===== src/rtl/fp_addsub_unit.sv =====
// Multi-cycle binary32 FADD.S/FSUB.S: RNE rounding, subnormals flushed to zero.
// Five busy cycles per op, one-cycle valid_o pulse; flush_i aborts with no result.
module fp_addsub_unit #(
  parameter int LATENCY = 5
) (
  input  logic        clk,
  input  logic        reset,
  input  logic        start_i,
  input  logic        flush_i,
  input  logic        op_sub_i,
  input  logic [31:0] a_i,
  input  logic [31:0] b_i,
  output logic        busy_o,
  output logic        valid_o,
  output logic [31:0] result_o,
  output logic [4:0]  flags_o
);

  if (LATENCY != 5) begin : g_latency_check
    $error("fp_addsub_unit latency is fixed at 5 cycles");
  end

  typedef enum logic [2:0] {
    S_IDLE, S_UNPACK, S_ALIGN, S_ADD, S_NORM, S_ROUND
  } state_t;

  state_t state_q, state_d;
  logic        valid_q, valid_d;
  logic [31:0] result_q, result_d;
  logic [4:0]  flags_q, flags_d;

  // Operand latch
  logic [31:0] a_q, b_q;
  logic        op_q;

  // Unpacked operands and special-case classification
  logic [7:0]  ea_q, eb_q, ea_d, eb_d;
  logic [23:0] ma_q, mb_q, ma_d, mb_d;
  logic        sa_q, sb_q, sa_d, sb_d;
  logic        nan_q, inf_q, inf_sign_q, nan_d, inf_d, inf_sign_d;

  // Aligned magnitudes
  logic [26:0] big_q, small_q, big_d, small_d;
  logic [7:0]  exp_al_q, exp_al_d;
  logic        sign_q, sub_q, sign_d, sub_d;

  logic [27:0] sum_q, sum_d;

  logic [26:0]       nmant_q, nmant_d;
  logic signed [9:0] nexp_q, nexp_d;
  logic              zero_q, zero_d;

  // ---------------- FSM ----------------
  always_ff @(posedge clk) begin
    if (!reset) begin
      state_q  <= S_IDLE;
      valid_q  <= 1'b0;
      result_q <= 32'h0;
      flags_q  <= 5'h0;
    end else begin
      state_q  <= state_d;
      valid_q  <= valid_d;
      result_q <= result_d;
      flags_q  <= flags_d;
    end
  end

  always_comb begin
    state_d = state_q;
    if (flush_i) begin
      state_d = S_IDLE;
    end else begin
      case (state_q)
        S_IDLE:   if (start_i) state_d = S_UNPACK;
        S_UNPACK: state_d = S_ALIGN;
        S_ALIGN:  state_d = S_ADD;
        S_ADD:    state_d = S_NORM;
        S_NORM:   state_d = S_ROUND;
        S_ROUND:  state_d = S_IDLE;
        default:  state_d = S_IDLE;
      endcase
    end
  end

  always_comb begin
    busy_o   = (state_q != S_IDLE);
    valid_o  = valid_q;
    result_o = result_q;
    flags_o  = flags_q;
  end

  // ---------------- Datapath stages ----------------
  always_comb begin
    ea_d = a_q[30:23];
    eb_d = b_q[30:23];
    ma_d = (ea_d == 8'd0) ? 24'd0 : {1'b1, a_q[22:0]};
    mb_d = (eb_d == 8'd0) ? 24'd0 : {1'b1, b_q[22:0]};
    sa_d = a_q[31];
    sb_d = b_q[31] ^ op_q;
    nan_d = (&ea_d && |a_q[22:0]) || (&eb_d && |b_q[22:0]) ||
            (&ea_d && ~|a_q[22:0] && &eb_d && ~|b_q[22:0] && (sa_d != sb_d));
    inf_d      = (&ea_d && ~|a_q[22:0]) || (&eb_d && ~|b_q[22:0]);
    inf_sign_d = (&ea_d && ~|a_q[22:0]) ? sa_d : sb_d;
  end

  logic        a_big;
  logic [7:0]  e_small, diff;
  logic [23:0] m_small;
  logic [26:0] full_s, shifted, lost_mask;
  always_comb begin
    a_big    = {ea_q, ma_q} >= {eb_q, mb_q};
    exp_al_d = a_big ? ea_q : eb_q;
    e_small  = a_big ? eb_q : ea_q;
    m_small  = a_big ? mb_q : ma_q;
    big_d    = {(a_big ? ma_q : mb_q), 3'b000};
    sign_d   = a_big ? sa_q : sb_q;
    sub_d    = sa_q ^ sb_q;
    diff     = exp_al_d - e_small;
    full_s   = {m_small, 3'b000};
    shifted  = full_s >> diff[4:0];
    lost_mask = ~(27'h7FF_FFFF << diff[4:0]);
    // Everything shifted past the round bit is folded into sticky
    if (diff >= 8'd27) small_d = {26'd0, |m_small};
    else               small_d = {shifted[26:1], shifted[0] | (|(full_s & lost_mask))};
  end

  always_comb begin
    sum_d = sub_q ? ({1'b0, big_q} - {1'b0, small_q}) : ({1'b0, big_q} + {1'b0, small_q});
  end

  logic [4:0] lzc;
  logic       found;
  always_comb begin
    lzc   = 5'd0;
    found = 1'b0;
    for (int i = 26; i >= 0; i--) begin
      if (!found && sum_q[i]) begin
        lzc   = 5'(26 - i);
        found = 1'b1;
      end
    end
    zero_d = (sum_q == 28'd0);
    if (sum_q[27]) begin
      nmant_d = {sum_q[27:2], sum_q[1] | sum_q[0]};
      nexp_d  = $signed({2'b00, exp_al_q}) + 10'sd1;
    end else begin
      nmant_d = sum_q[26:0] << lzc;
      nexp_d  = $signed({2'b00, exp_al_q}) - $signed({5'd0, lzc});
    end
  end

  logic              g_bit, r_bit, s_bit, inc;
  logic [24:0]       rnd;
  logic [23:0]       mant_r;
  logic signed [9:0] exp_r;
  logic [31:0]       res_w;
  logic [4:0]        flg_w;
  always_comb begin
    g_bit = nmant_q[2];
    r_bit = nmant_q[1];
    s_bit = nmant_q[0];
    inc   = g_bit & (r_bit | s_bit | nmant_q[3]);
    rnd   = {1'b0, nmant_q[26:3]} + {24'd0, inc};
    if (rnd[24]) begin
      mant_r = rnd[24:1];
      exp_r  = nexp_q + 10'sd1;
    end else begin
      mant_r = rnd[23:0];
      exp_r  = nexp_q;
    end
    if (nan_q) begin
      res_w = 32'h7FC0_0000;
      flg_w = 5'b10000;
    end else if (inf_q) begin
      res_w = {inf_sign_q, 8'hFF, 23'd0};
      flg_w = 5'b00000;
    end else if (zero_q) begin
      // Cancellation gives +0; only like-signed zeros keep their sign
      res_w = {sign_q & ~sub_q, 31'd0};
      flg_w = 5'b00000;
    end else if (exp_r >= 10'sd255) begin
      res_w = {sign_q, 8'hFF, 23'd0};
      flg_w = 5'b00101;
    end else if (exp_r < 10'sd1) begin
      res_w = {sign_q, 31'd0};
      flg_w = 5'b00011;
    end else begin
      res_w = {sign_q, exp_r[7:0], mant_r[22:0]};
      flg_w = {4'b0000, g_bit | r_bit | s_bit};
    end
  end

  always_comb begin
    valid_d  = (state_q == S_ROUND) && !flush_i;
    result_d = valid_d ? res_w : result_q;
    flags_d  = valid_d ? flg_w : flags_q;
  end

  always_ff @(posedge clk) begin
    case (state_q)
      S_IDLE: begin
        if (start_i) begin
          a_q  <= a_i;
          b_q  <= b_i;
          op_q <= op_sub_i;
        end
      end
      S_UNPACK: begin
        ea_q       <= ea_d;
        eb_q       <= eb_d;
        ma_q       <= ma_d;
        mb_q       <= mb_d;
        sa_q       <= sa_d;
        sb_q       <= sb_d;
        nan_q      <= nan_d;
        inf_q      <= inf_d;
        inf_sign_q <= inf_sign_d;
      end
      S_ALIGN: begin
        big_q    <= big_d;
        small_q  <= small_d;
        exp_al_q <= exp_al_d;
        sign_q   <= sign_d;
        sub_q    <= sub_d;
      end
      S_ADD: sum_q <= sum_d;
      S_NORM: begin
        nmant_q <= nmant_d;
        nexp_q  <= nexp_d;
        zero_q  <= zero_d;
      end
      default: ;
    endcase
  end

endmodule


===== config.mk =====
export PLATFORM = sky130hd
export DESIGN_NAME = fp_addsub_unit
export DESIGN_NICKNAME = d
export VERILOG_FILES = /design/src/rtl/fp_addsub_unit.sv
export SDC_FILE = /design/constraint.sdc
export NUM_CORES = 1
export LEC_CHECK = 0
export ABC_AREA = 1
export CAP_MARGIN = 20
export CORE_MARGIN = 3
export CORE_UTILIZATION = 60
export CTS_BUF_LIST = sky130_fd_sc_hd__clkbuf_8
export DETAILED_ROUTE_END_ITERATION = 12
export GPL_ROUTABILITY_DRIVEN = 1
export PLACE_DENSITY = 0.87
export SYNTH_ARGS = -nofsm -noshare
export SYNTH_HDL_FRONTEND = slang
export SYNTH_SLANG_ARGS = --single-unit

===== constraint.sdc =====
create_clock -name clk -period 6.89 [get_ports clk]
set_clock_uncertainty 0.05 [all_clocks]
set_input_delay 2.067 -clock clk [delete_from_list [all_inputs] [get_ports clk]]
set_output_delay 2.067 -clock clk [all_outputs]
set_load 0.01 [all_outputs]

==> results.py <==
metrics = {
    "clock_network": {
        "ctsResizeCount": 0,
        "h-tree-depth": 2,
        "cts_buffer_depth": 3,
        "cts_setup_buffers": 0,
        "holdBufCountCts": 0,
        "cts_buffers": 49,
        "cts-root-buf": "clkbuf_8",
        "path_clk_slew_ns": 0.07,
        "cts_tree": "yes",
        "clock_latency_ns": 0.60,
        "clkSinkCount": 301,
    },
    "detailed_routing": {
        "wl_per_cell_um": 17.7,
        "firstDrtPassIters": 5,
        "route.detailed.drc": 0,
        "drtAntennaViolNets": 0,
        "num_vias": 17500,
        "via_per_inst": 5.82,
        "drt_iter0_drc": 1561,
        "routed_wl_um": 53200,
    },
    "logic_synthesis": {
        "syn-instance-count": 2454,
        "yosys_warnings": 0,
        "synth_nets": 2615,
        "ys_seq_area_frac": 0.442,
        "synth-edff-count": 261,
        "avgSynthCellArea_sq_um": 7.96,
        "synth.distinct_cells": 68,
        "synth_area_sq_um": 19500,
        "synth-seq-cells": 301,
        "async_flop_share": 0,
        "synth_ff_type": "edfxtp_1",
        "yosys.area.top_type": "edfxtp_1",
        "ys_top_cells_by_area": "edfxtp_1, nand2_1, nand3_1",
        "synth.top_cell.area_share": 0.401,
    },
    "timing": {
        "worstMarginPinSlew_ns": 1.09,
        "final.period_utilization": 0.781,
        "rsz0062_at_grt": "no",
        "slew_headroom": 0.270,
        "hold_viol": 0,
        "max_freq_mhz": 186,
        "slew_viol_final": 0,
        "whs_ns": 0.418,
        "fin_setup_tns_ns": 0,
        "final.min_clock_period_ns": 5.38,
        "setup_viol": 0,
    },
    "final_layout": {
        "diodes": 0,
        "postLayoutCoreUtil": 0.684,
        "area_growth_pct": 11.4,
        "fin_cells": 3007,
        "drive_above_1_share": 0.0626,
        "nNetsFinal": 2694,
    },
    "setup_path": {
        "reg2reg_from": "ea_q[0]",
        "r2r_slack_ns": 1.51,
        "worst_setup_path_end_kind": "flop",
        "slowest_delay_ns": 0.83,
        "worst_ep_required_time_ns": 7.18,
        "crit_arrival_ns": 5.67,
        "crit_top_cell": "nand3_1",
        "r2r_cells": 20,
        "start_kind": "flop",
        "cp_max_fo": 95,
        "path_cells": "ha_1, nand3_1, nor3_2, and2b_2, nand2_2, nand3_4, buf_4, nand2_1, nand3_2, nand2_1, nand2_2, nand2_2, inv_1, nand2_1, nand3_1, nand3_1, a21oi_1, nand3_1, nor2_1, nor2_1",
        "worst-setup-path-type": "reg -> reg",
        "slowest_stage": "ha_1",
        "endpoint": "small_q[0]",
        "startpoint": "ea_q[0]",
        "timing.rr.end": "small_q[0]",
    },
    "placement": {
        "place.detailed.hpwl_um": 40800,
        "globalplace.congestion": 1.02,
        "dp.cells": 2916,
        "io_buffers": 106,
    },
    "pwr": {
        "pwr-share-comb": 0.132,
        "clock_power_share": 0.360,
        "internal_power_mw": 2.97,
        "p_leak_nw": 9.34,
        "p_switching_mw": 1.10,
        "powerDensity_nw_per_um2": 187,
        "switching_share": 0.271,
        "ir_worst_vdd_uv": 186,
        "seqPwrFrac": 0.508,
    },
    "run": {
        "drv_cap": 0,
    },
    "global_routing": {
        "grt_max_degree": 96,
        "antenna_found_initial": 0,
        "overflow": 0,
        "grt_pass1_wl_um": 85200,
        "grt_pass1_vias": 16900,
        "grt_usage": 0.301,
    },
    "floorplanning": {
        "io_pins": 108,
        "die_h_um": 186,
        "core_sq_um": 31800,
        "num_rows": 65,
        "initial_utilization": 0.614,
        "die_w_um": 186,
        "die_area_sq_um": 34700,
    },
    "hold_path": {
        "min_path_type": "reg -> reg",
    },
    "outcome": {
        "outcome": "completed",
    },
}
## registers in the layout, summed over array words and instances, names as in the netlist, 4 cells and up
register	count
nmant_q	27
ma_q	24
small_q	27
ea_q	8
b_q	32
sum_q	28
result_o	32
exp_al_q	8
nexp_q	10
a_q	32
flags_o	4
eb_q	8
mb_q	24
big_q	24
## worst min path at each step
stage                             from           end  slack, ns  cells after the start
after floorplan             small_q[0]      sum_q[0]       0.39                      0
after global placement    result_o[31]  result_o[31]       0.40                      2
after detailed placement   result_o[3]   result_o[3]       0.41                      2
after CTS                      a_q[28]       ea_q[5]       0.41                      0
after global routing       result_o[8]   result_o[8]       0.43                      2
final                          a_q[28]       ea_q[5]       0.42                      0
## metal layers
| metal | GRT usage | part of all wire | up-vias |
|---|---|---|---|
| li1 | - | - | 8427 |
| met1 | 0.346 | 0.37 | 8078 |
| met2 | 0.533 | 0.49 | 805 |
| met3 | 0.0483 | 0.070 | 198 |
| met4 | 0.173 | 0.064 | 0 |
| met5 | 0 | 0 | - |
## Yosys cell counts, drive strengths merged (2+ instances only)
master     n
buf       43
mux2i      6
edfxtp   261
xor2      50
and2       5
nand3b     5
or2        9
o21bai     6
o21ba      2
o2111ai    3
inv      311
nor3      41
nand2    598
clkbuf    50
o211ai    13
a31oi     15
o21a       7
clkinv     9
nand4     71
a21boi     3
o31ai      5
fa         2
a21o       2
nor3b      2
a21oi    122
nor2     245
o22ai      8
nor4      19
o221ai     4
ha        90
dfxtp     40
nand3    247
o21ai    139
xnor2      5
a211oi     5
## kinds of logic after synthesis
logic type,share of synthesized area
mux,0.00308
other cells,0.000192
flops,0.442
buf+inv,0.0858
fa+ha+maj,0.0597
compound gates,0.101
simple gates,0.283
xor+xnor,0.0247
## placed cells by master, fill, tap and decap left out, types with 50 or more instances in the layout
cell type	synthesis	final
a21oi_1	121	121
clkbuf_8	0	50
clkdlybuf4s50_1	0	106
edfxtp_1	261	261
ha_1	90	90
inv_1	299	317
nand2_1	582	582
nand3_1	238	238
nand4_1	70	70
nor2_1	235	231
o21ai_0	107	106
xor2_1	50	50
## critical path, delay by kind of cell (launching register included)
family,cells,cell delay [ns]
flip-flops,1,0.43
adder cells (fa/ha/maj),1,0.83
AND/OR/NAND/NOR,16,2.47
buffers and inverters,2,1.19
AO/OA/AOI/OAI,1,0.15
## through the flow
stage	power [mW]	setup WS, ns	cell area, sq um
floorplan	2.47	1.55	19500
global placement	2.61	1.81	20800
detailed placement	2.63	1.62	20800
CTS	4.08	1.60	21700
global route	4.24	0.991	21700
finish	4.07	1.51	21700
## area by class of cell
class                   count  area [sq um]
repair buffers            121          1190
clock buffers              50           688
fillers                  2522         10100
inverters                 320          1200
clock inverters            40           234
flip-flops and latches    301          8640
well taps                 435           544
multi-input cells        1740          9240
## power groups by stage
stage          clock (mW)  combinational [mW]  sequential, mW
6_report             1.47               0.536            2.07
5_1_grt              1.58               0.597            2.07
4_1_cts              1.49               0.525            2.07
3_5_place_dp            0               0.522            2.10
3_3_place_gp            0               0.512            2.10
2_1_floorplan           0               0.373            2.10
No activity file was read; power rests on OpenSTA's default activity.
